**config.mk**
```make
export PLATFORM = sky130hd
export DESIGN_NAME = pic_priority_resolver
export DESIGN_NICKNAME = d
export VERILOG_FILES = /design/src/rtl/pic_priority_resolver.sv
export SDC_FILE = /design/constraint.sdc
export NUM_CORES = 1
export LEC_CHECK = 0
export BUFFER_PORTS_ARGS = -buffer_cell sky130_fd_sc_hd__buf_2
export CORE_MARGIN = 2
export CORE_UTILIZATION = 40
export DETAILED_ROUTE_END_ITERATION = 10
export PLACE_DENSITY = 0.69
export SLEW_MARGIN = 15
export SYNTH_ARGS = -nofsm -noshare
export SYNTH_HDL_FRONTEND = slang
export SYNTH_SLANG_ARGS = --single-unit
export TNS_END_PERCENT = 20
```
**constraint.sdc**
```tcl
create_clock -name clk -period 7.91 [get_ports clk]
set_input_delay 1.1865 -clock clk [delete_from_list [all_inputs] [get_ports clk]]
set_output_delay 1.1865 -clock clk [all_outputs]
set_load 0.03 [all_outputs]
```
**src/rtl/pic_priority_resolver.sv**
```systemverilog
// IRR/ISR registers and rotating priority resolver of the PIC.
// Resolves the highest-priority unmasked request against the in-service levels.
module pic_priority_resolver (
   input  logic       clk,
   input  logic       reset,
   input  logic [7:0] ir,
   input  logic       ltim,
   input  logic [7:0] mask,
   input  logic       aeoi,
   input  logic       rot,
   input  logic       inta_first,
   input  logic       inta_last,
   input  logic       eoi,
   input  logic       seoi,
   input  logic       set_prio,
   input  logic [2:0] lvl,
   output logic [7:0] irr,
   output logic [7:0] isr,
   output logic       isprior,
   output logic [2:0] vec_id
);

   logic [7:0] ir_q, irr_q, irr_d, isr_q, isr_d;
   logic       isprior_q, isprior_d;
   logic [2:0] vec_id_q, vec_id_d, lp_q, lp_d, ack_lvl_q, ack_lvl_d;
   logic       ack_vld_q, ack_vld_d;

   logic [7:0] cand, cand_ord, isr_ord, edge_v, ack_mask, isr_clr;
   logic       win_found, blk_found, ack, aeoi_clr;
   logic [2:0] win_rank, blk_rank, win_lvl, blk_lvl;

   // Reorder so that bit k holds level lp+1+k: bit 0 is the highest priority.
   function automatic logic [7:0] prio_order(input logic [7:0] v, input logic [2:0] lp);
      logic [7:0] r;
      logic [2:0] idx;
      for (int k = 0; k < 8; k++) begin
         idx  = lp + 3'(k + 1);
         r[k] = v[idx];
      end
      return r;
   endfunction

   function automatic logic [2:0] first_rank(input logic [7:0] v);
      logic [2:0] r;
      r = 3'd0;
      for (int k = 7; k >= 0; k--) begin
         if (v[k]) r = 3'(k);
      end
      return r;
   endfunction

   always_comb begin
      cand      = irr_q & ~mask;
      cand_ord  = prio_order(cand, lp_q);
      isr_ord   = prio_order(isr_q, lp_q);
      win_found = |cand;
      blk_found = |isr_q;
      win_rank  = first_rank(cand_ord);
      blk_rank  = first_rank(isr_ord);
      win_lvl   = lp_q + 3'd1 + win_rank;
      blk_lvl   = lp_q + 3'd1 + blk_rank;
      ack       = inta_first & isprior_q;
      ack_mask  = ack ? (8'd1 << vec_id_q) : 8'd0;
      aeoi_clr  = inta_last & aeoi & ack_vld_q;
      edge_v    = ir & ~ir_q;
   end

   always_comb begin
      irr_d = ir & ~ack_mask & (irr_q | (ltim ? 8'hff : edge_v));

      isr_clr = 8'd0;
      if (aeoi_clr)         isr_clr = isr_clr | (8'd1 << ack_lvl_q);
      if (eoi && blk_found) isr_clr = isr_clr | (8'd1 << blk_lvl);
      if (seoi)             isr_clr = isr_clr | (8'd1 << lvl);
      // Clears first, then the acknowledge set, so a set wins on the same bit.
      isr_d = (isr_q & ~isr_clr) | ack_mask;

      // An equal level in service does not interrupt: strict rank comparison.
      isprior_d = win_found & (~blk_found | (win_rank < blk_rank));

      if (inta_first && !isprior_q) vec_id_d = 3'd7;
      else if (win_found)           vec_id_d = win_lvl;
      else                          vec_id_d = vec_id_q;

      ack_lvl_d = ack_lvl_q;
      ack_vld_d = ack_vld_q;
      if (inta_first) begin
         ack_lvl_d = vec_id_q;
         ack_vld_d = isprior_q;
      end

      if (seoi && rot)                    lp_d = lvl;
      else if (eoi && rot && blk_found)   lp_d = blk_lvl;
      else if (aeoi_clr && rot)           lp_d = ack_lvl_q;
      else if (set_prio)                  lp_d = lvl;
      else                                lp_d = lp_q;
   end

   always_ff @(posedge clk) begin
      if (reset) begin
         ir_q      <= 8'd0;
         irr_q     <= 8'd0;
         isr_q     <= 8'd0;
         isprior_q <= 1'b0;
         vec_id_q  <= 3'd0;
         lp_q      <= 3'd7;
         ack_lvl_q <= 3'd0;
         ack_vld_q <= 1'b0;
      end else begin
         ir_q      <= ir;
         irr_q     <= irr_d;
         isr_q     <= isr_d;
         isprior_q <= isprior_d;
         vec_id_q  <= vec_id_d;
         lp_q      <= lp_d;
         ack_lvl_q <= ack_lvl_d;
         ack_vld_q <= ack_vld_d;
      end
   end

   assign irr     = irr_q;
   assign isr     = isr_q;
   assign isprior = isprior_q;
   assign vec_id  = vec_id_q;

endmodule
```
==> Yosys cells after proc, flatten, opt, wreduce, memory -nomap -nowiden <==
Cells that the tools add are included.
{ "totals": {"ff_bits": 35, "in_bits": 29} }
{ "classes": {"n_addsub": 9, "shift": 4, "order_cmp": 9, "mux": 59, "n_reduce_logical": 11, "bitwise": 19} }
{ "ops": {"columns": ["operator", "count"], "rows": [
  ["3-bit 2-to-1 mux", 22],
  ["1-bit binary-select mux with 3-bit select", 16],
  ["8-bit AND", 5],
  ["8-bit 2-to-1 mux", 5],
  ["3-bit by 4-bit less-than comparator with 1-bit output, second input constant", 8],
  ["8-bit inverter", 4],
  ["8-bit bitwise OR", 4],
  ["1-bit by 3-bit left shift with 8-bit output, first input constant", 4],
  ["1-bit 2-to-1 mux", 16],
  ["8-bit OR reduction", 2],
  ["3-bit adder, second input constant", 4],
  ["3-bit by 2-bit adder with 3-bit output, second input constant", 2],
  ["3-bit adder", 2],
  ["1-bit logical AND", 6],
  ["1-bit AND", 4],
  ["4-bit nonzero test", 1],
  ["3-bit by 1-bit adder with 3-bit output, second input constant", 1],
  ["3-bit less-than comparator", 1],
  ["2-bit nonzero test", 1],
  ["1-bit logical NOT", 1],
  ["1-bit inverter", 1],
  ["1-bit bitwise OR", 1]
]} }

==> Longest topological paths before layout <==
{ "logic_depth": {"depth_word": 19, "mapped_depth": 17} }

==> Least setup slack after synthesis <==
OpenSTA, ideal clock, no wires.
{ "synth_path": {"path_kind": "flip-flop to flip-flop", "from": "reg lp_q[1]", "to": "reg lp_q[2]", "path_slack_ns": 3.790, "arrival_ns": 3.995, "setup_time_ns": 0.124, "path_stages_with_launch": 17, "n_path_buf": 3, "path_cell_list": "dfxtp_1 -> clkbuf_1 -> buf_1 -> inv_1 -> ha_1 -> buf_4 -> mux4_1 -> mux2i_1 -> o211ai_1 -> nor3b_1 -> a211o_1 -> ha_1 -> inv_1 -> fa_1 -> xnor2_1 -> xnor2_1 -> a2111o_1"} }
{ "synth_between": {"elab_chain_len": 13, "word_cells_on_any_way": 34, "classes_between": "8 x add/sub; 26 x mux"} }
{ "synth_rtl": {"columns": ["item", "line_no", "source"], "rows": [
  ["start, declared", "25", "logic [2:0] vec_id_q, vec_id_d, lp_q, lp_d, ack_lvl_q, ack_lvl_d;"],
  ["start signal, assigned", "115", "lp_q <= lp_d;"],
  ["3-bit adder or 1-bit binary-select mux with 3-bit select (tied branches)", "37, 38", null],
  ["1-bit binary-select mux with 3-bit select or 1-bit 2-to-1 mux (tied branches)", "38", "r[k] = v[idx];"],
  ["1-bit 2-to-1 mux (implied by the code) or 3-bit 2-to-1 mux (tied branches)", "38, 47", null],
  ["3-bit 2-to-1 mux (7 in series)", "47", "if (v[k]) r = 3'(k);"],
  ["3-bit adder *", "61", "blk_lvl = lp_q + 3'd1 + blk_rank;"],
  ["3-bit 2-to-1 mux *", "93", "else if (eoi && rot && blk_found) lp_d = blk_lvl;"],
  ["3-bit 2-to-1 mux *", "92", "if (seoi && rot) lp_d = lvl;"]
]} }
Mark *: on every way between the ends. The rest lies on a longest branch, timed or not. The select of a mux whose other input is x is not followed.
A chain may end at the register's enable or synchronous reset.

==> Worst setup path in the final report <==
Ends and elaborated chain as after synthesis.

==> key figures <==
Logic synthesis
  • Synth Flop Type: dfxtp_1
  • Post-Synth Simple-Gate Area: 0.258
  • Synth Area in XOR/XNOR: 0.0326
  • Ys async rst share: 0
  • #FFs+latches synth: 35
  • Post-synth EDFFs: 0
  • Synth area leaders: dfxtp_1, mux4_1, mux4_2
  • Gate Count Post-Synth: 334
  • Mean area per synthesized cell: 8.96 µm²
  • Sequential-to-total area share from yosys stat: 0.234
  • Ys Warns: 0
  • Netlist cell types: 64
  • Mux contribution to synthesized area: 0.183
  • Syn_nets: 371
  • Largest family of logic cells by synthesized area: simple AND/OR/NAND/NOR gates
  • Synth Area in Compound Gates: 0.208
  • Post-Syn Area: roughly 3000 µm²
  • Area leader, netlist: dfxtp_1
  • Synth Area in Adders: 0.0385
  • Post-synth top area share: 0.234

Final layout
  • Layout Utilization: 0.468
  • Fraction of layout cells with a size suffix above 1: 0.206
  • Layout Nets: about 410
  • Antenna diode count: 0
  • Most frequent cells in the layout: buf_2, dfxtp_1, nand2_1
  • Synthesis-to-layout area growth: 13.5%
  • Commonest non-fill, non-tap cell in the layout: buf_2

Timing
  • Setup tns final: 0 ns
  • Final worst-path cycle share: 0.598
  • Final setup viols: 0
  • Worst slew pin tran: 0.814 ns
  • Fin crit period: 4.73 ns
  • F_max: 211 MHz
  • Final slew viol count: 0
  • Setup Skew: 0.00670 ns
  • Rel. slew slack: 0.454
  • RSZ-0062 raised after global routing: no
  • Hold Vio Cnt, Final: 0

Floorplanning
  • Die ar.: 8190 µm²
  • Die width: 90.5 µm
  • Initial Util: 0.413
  • CORE AREA: 7250 µm²
  • Site row count: 31
  • IO Pins: between 40 and 50
  • Chip height: ~91 µm

Power
  • PD cells: 186 nW/µm²
  • Leakage: 0.00139 µW
  • Worst VDD drop: 0.127 mV

Route
  • Max Used Layer: met4
  • DRT Pass-1 Iters: 4
  • Drt via density: 6.08
  • Routed wire length: 8410 µm
  • DRT iter0 DRCs: approximately 180
  • M1 wire length: 3480 µm
  • Met2 WL: 4220 µm
  • Drt drc: 0
  • Via count: 2,901
  • Antenna-violating nets left: 0
  • Wire per inst: 17.6 µm
  • Met3 WL post-DR: 526 µm

Placed design
  • # port buffers: 48
  • HPWL after detailed placement: roughly 6300 µm
  • Final GP Congestion: 0.929

Clocking
  • Hold-fix buffers at CTS: 0
  • CTS clock-pin slew for the worst setup and hold paths: 0.08 ns
  • CTS tree: done
  • CTS buffer count: 5
  • Root Driver: clkbuf_8
  • Worst-Skew Late Latency: 0.28 ns
  • H-tree levels: 2
  • Post-CTS setup buffers: 0
  • Clock sinks: 35
  • CTS max path bufs: 2
  • PostCTS Resize Cnt: 0

Run
  • Total of max-cap violations: 0

GRT
  • Pin count of the biggest net entering global routing: 27
  • Total track usage: 0.203
  • Initial antenna violation count: 0
  • First-pass GRT wire length: 13,600 µm
  • Grt ovf: 0
  • Vias in the first global route: 2,729

Critical path
  • R2R Setup Slk: 3.18 ns
  • Worst setup EP type: flop
  • Startpoint class of the critical path: flop
  • FF-to-FF Start: lp_q[1]
  • R2r endpoint: lp_q[2]
  • Critical path's slowest cell: dfxtp_1
  • Crit Path Class: flop to flop
  • CP Cell Sequence: inv_1 -> ha_1 -> mux4_1 -> mux2i_1 -> o211ai_1 -> nor3b_1 -> a211o_1 -> ha_1 -> inv_1 -> fa_1 -> xnor2_1 -> xnor2_1 -> a2111o_1
  • R2R depth: 13
  • Worst EP arrival: 4.91 ns
  • Worst-path fanout max: 16
  • Critical Path Start: lp_q[1]
  • Critical Path RT: 8.08 ns
  • CP max stage delay: 0.71 ns
  • Worst setup path endpoint: lp_q[2]

Status
  • Run status: finished, final reports clean

Hold path
  • Worst min path class: flop to flop
[cell families (layout without fill, tap and decap cells)]
group,count (synthesis),after routing
AO/OA/AOI/OAI,80,80
multiplexers,30,30
XOR/XNOR,9,9
flip-flops,35,35
buffers and inverters,28,72
AND/OR/NAND/NOR,144,144
adder cells (fa/ha/maj),8,8
[flip-flops by register name, indices dropped and copies added (netlist names)]
| register | count |
|---|---|
| lp_q | 3 |
| ack_vld_q | 1 |
| isprior | 1 |
| vec_id | 3 |
| isr | 8 |
| ir_q | 8 |
| irr | 8 |
| ack_lvl_q | 3 |
[worst min-delay path by stage]
| stage | startpoint | end | slack (ns) | cells after the start |
|---|---|---|---|---|
| final | ir_q[7] | irr[7] | 0.51 | 2 |
| after floorplan | ir_q[6] | irr[6] | 0.48 | 2 |
| after CTS | ir_q[2] | irr[2] | 0.52 | 2 |
| after detailed placement | ir_q[6] | irr[6] | 0.50 | 2 |
| after global routing | ir_q[5] | irr[5] | 0.54 | 2 |
| after global placement | ir_q[6] | irr[6] | 0.49 | 2 |
[critical path: cells and delay by family, from the launching register on]
family | cells | cell delay [ns]
muxes | 2 | 0.66
DFF | 1 | 0.71
AOI/OAI and AO/OA | 3 | 0.70
buffers and inverters | 2 | 0.26
and+or+nand+nor | 1 | 0.25
adders and majority gates | 3 | 1.21
xor gates and xnor gates | 2 | 0.82
[through the flow]
step	total power [µW]	cells	worst slack [ns]	area [µm²]	hold slack [ns]
after floorplan	411	334	3.79	2990	0.477
after global placement	467	469	3.45	3280	0.485
after detailed placement	470	469	3.28	3280	0.499
after CTS	632	477	3.27	3400	0.519
after global routing	671	477	2.90	3400	0.545
final	632	477	3.18	3400	0.511
[final cells by class]
cell class	count	area, µm²
Inverter	15	56.3
Timing Repair Buffer	49	248
Clock inverter	3	43.8
Fill cell	714	3860
Clock buffer	5	68.8
Tap cell	99	124
Sequential cell	35	701
Multi-Input combinational cell	271	2150
[power by group]
group / internal [µW] / switching (µW) / total [µW]
registers: 191 / 26.6 / 218
logic: 104 / 150 / 253
clock network: 93.8 / 66.8 / 161
[per-layer routing]
layer | up-vias | GRT usage
met5 | - | 0
met4 | 0 | 0.0705
met3 | 14 | 0.0267
met2 | 124 | 0.347
met1 | 1393 | 0.264
li1 | 1370 | -
[synth_stat cells (all sizes together), types with 10 or more instances]
cell type	count
a21oi	16
dfxtp	35
inv	14
mux2i	12
mux4	17
nand2	35
nand2b	13
nand3	13
nor2	19
nor2b	21
nor3	11
o21ai	10
Power figures use the tool's default switching activity.
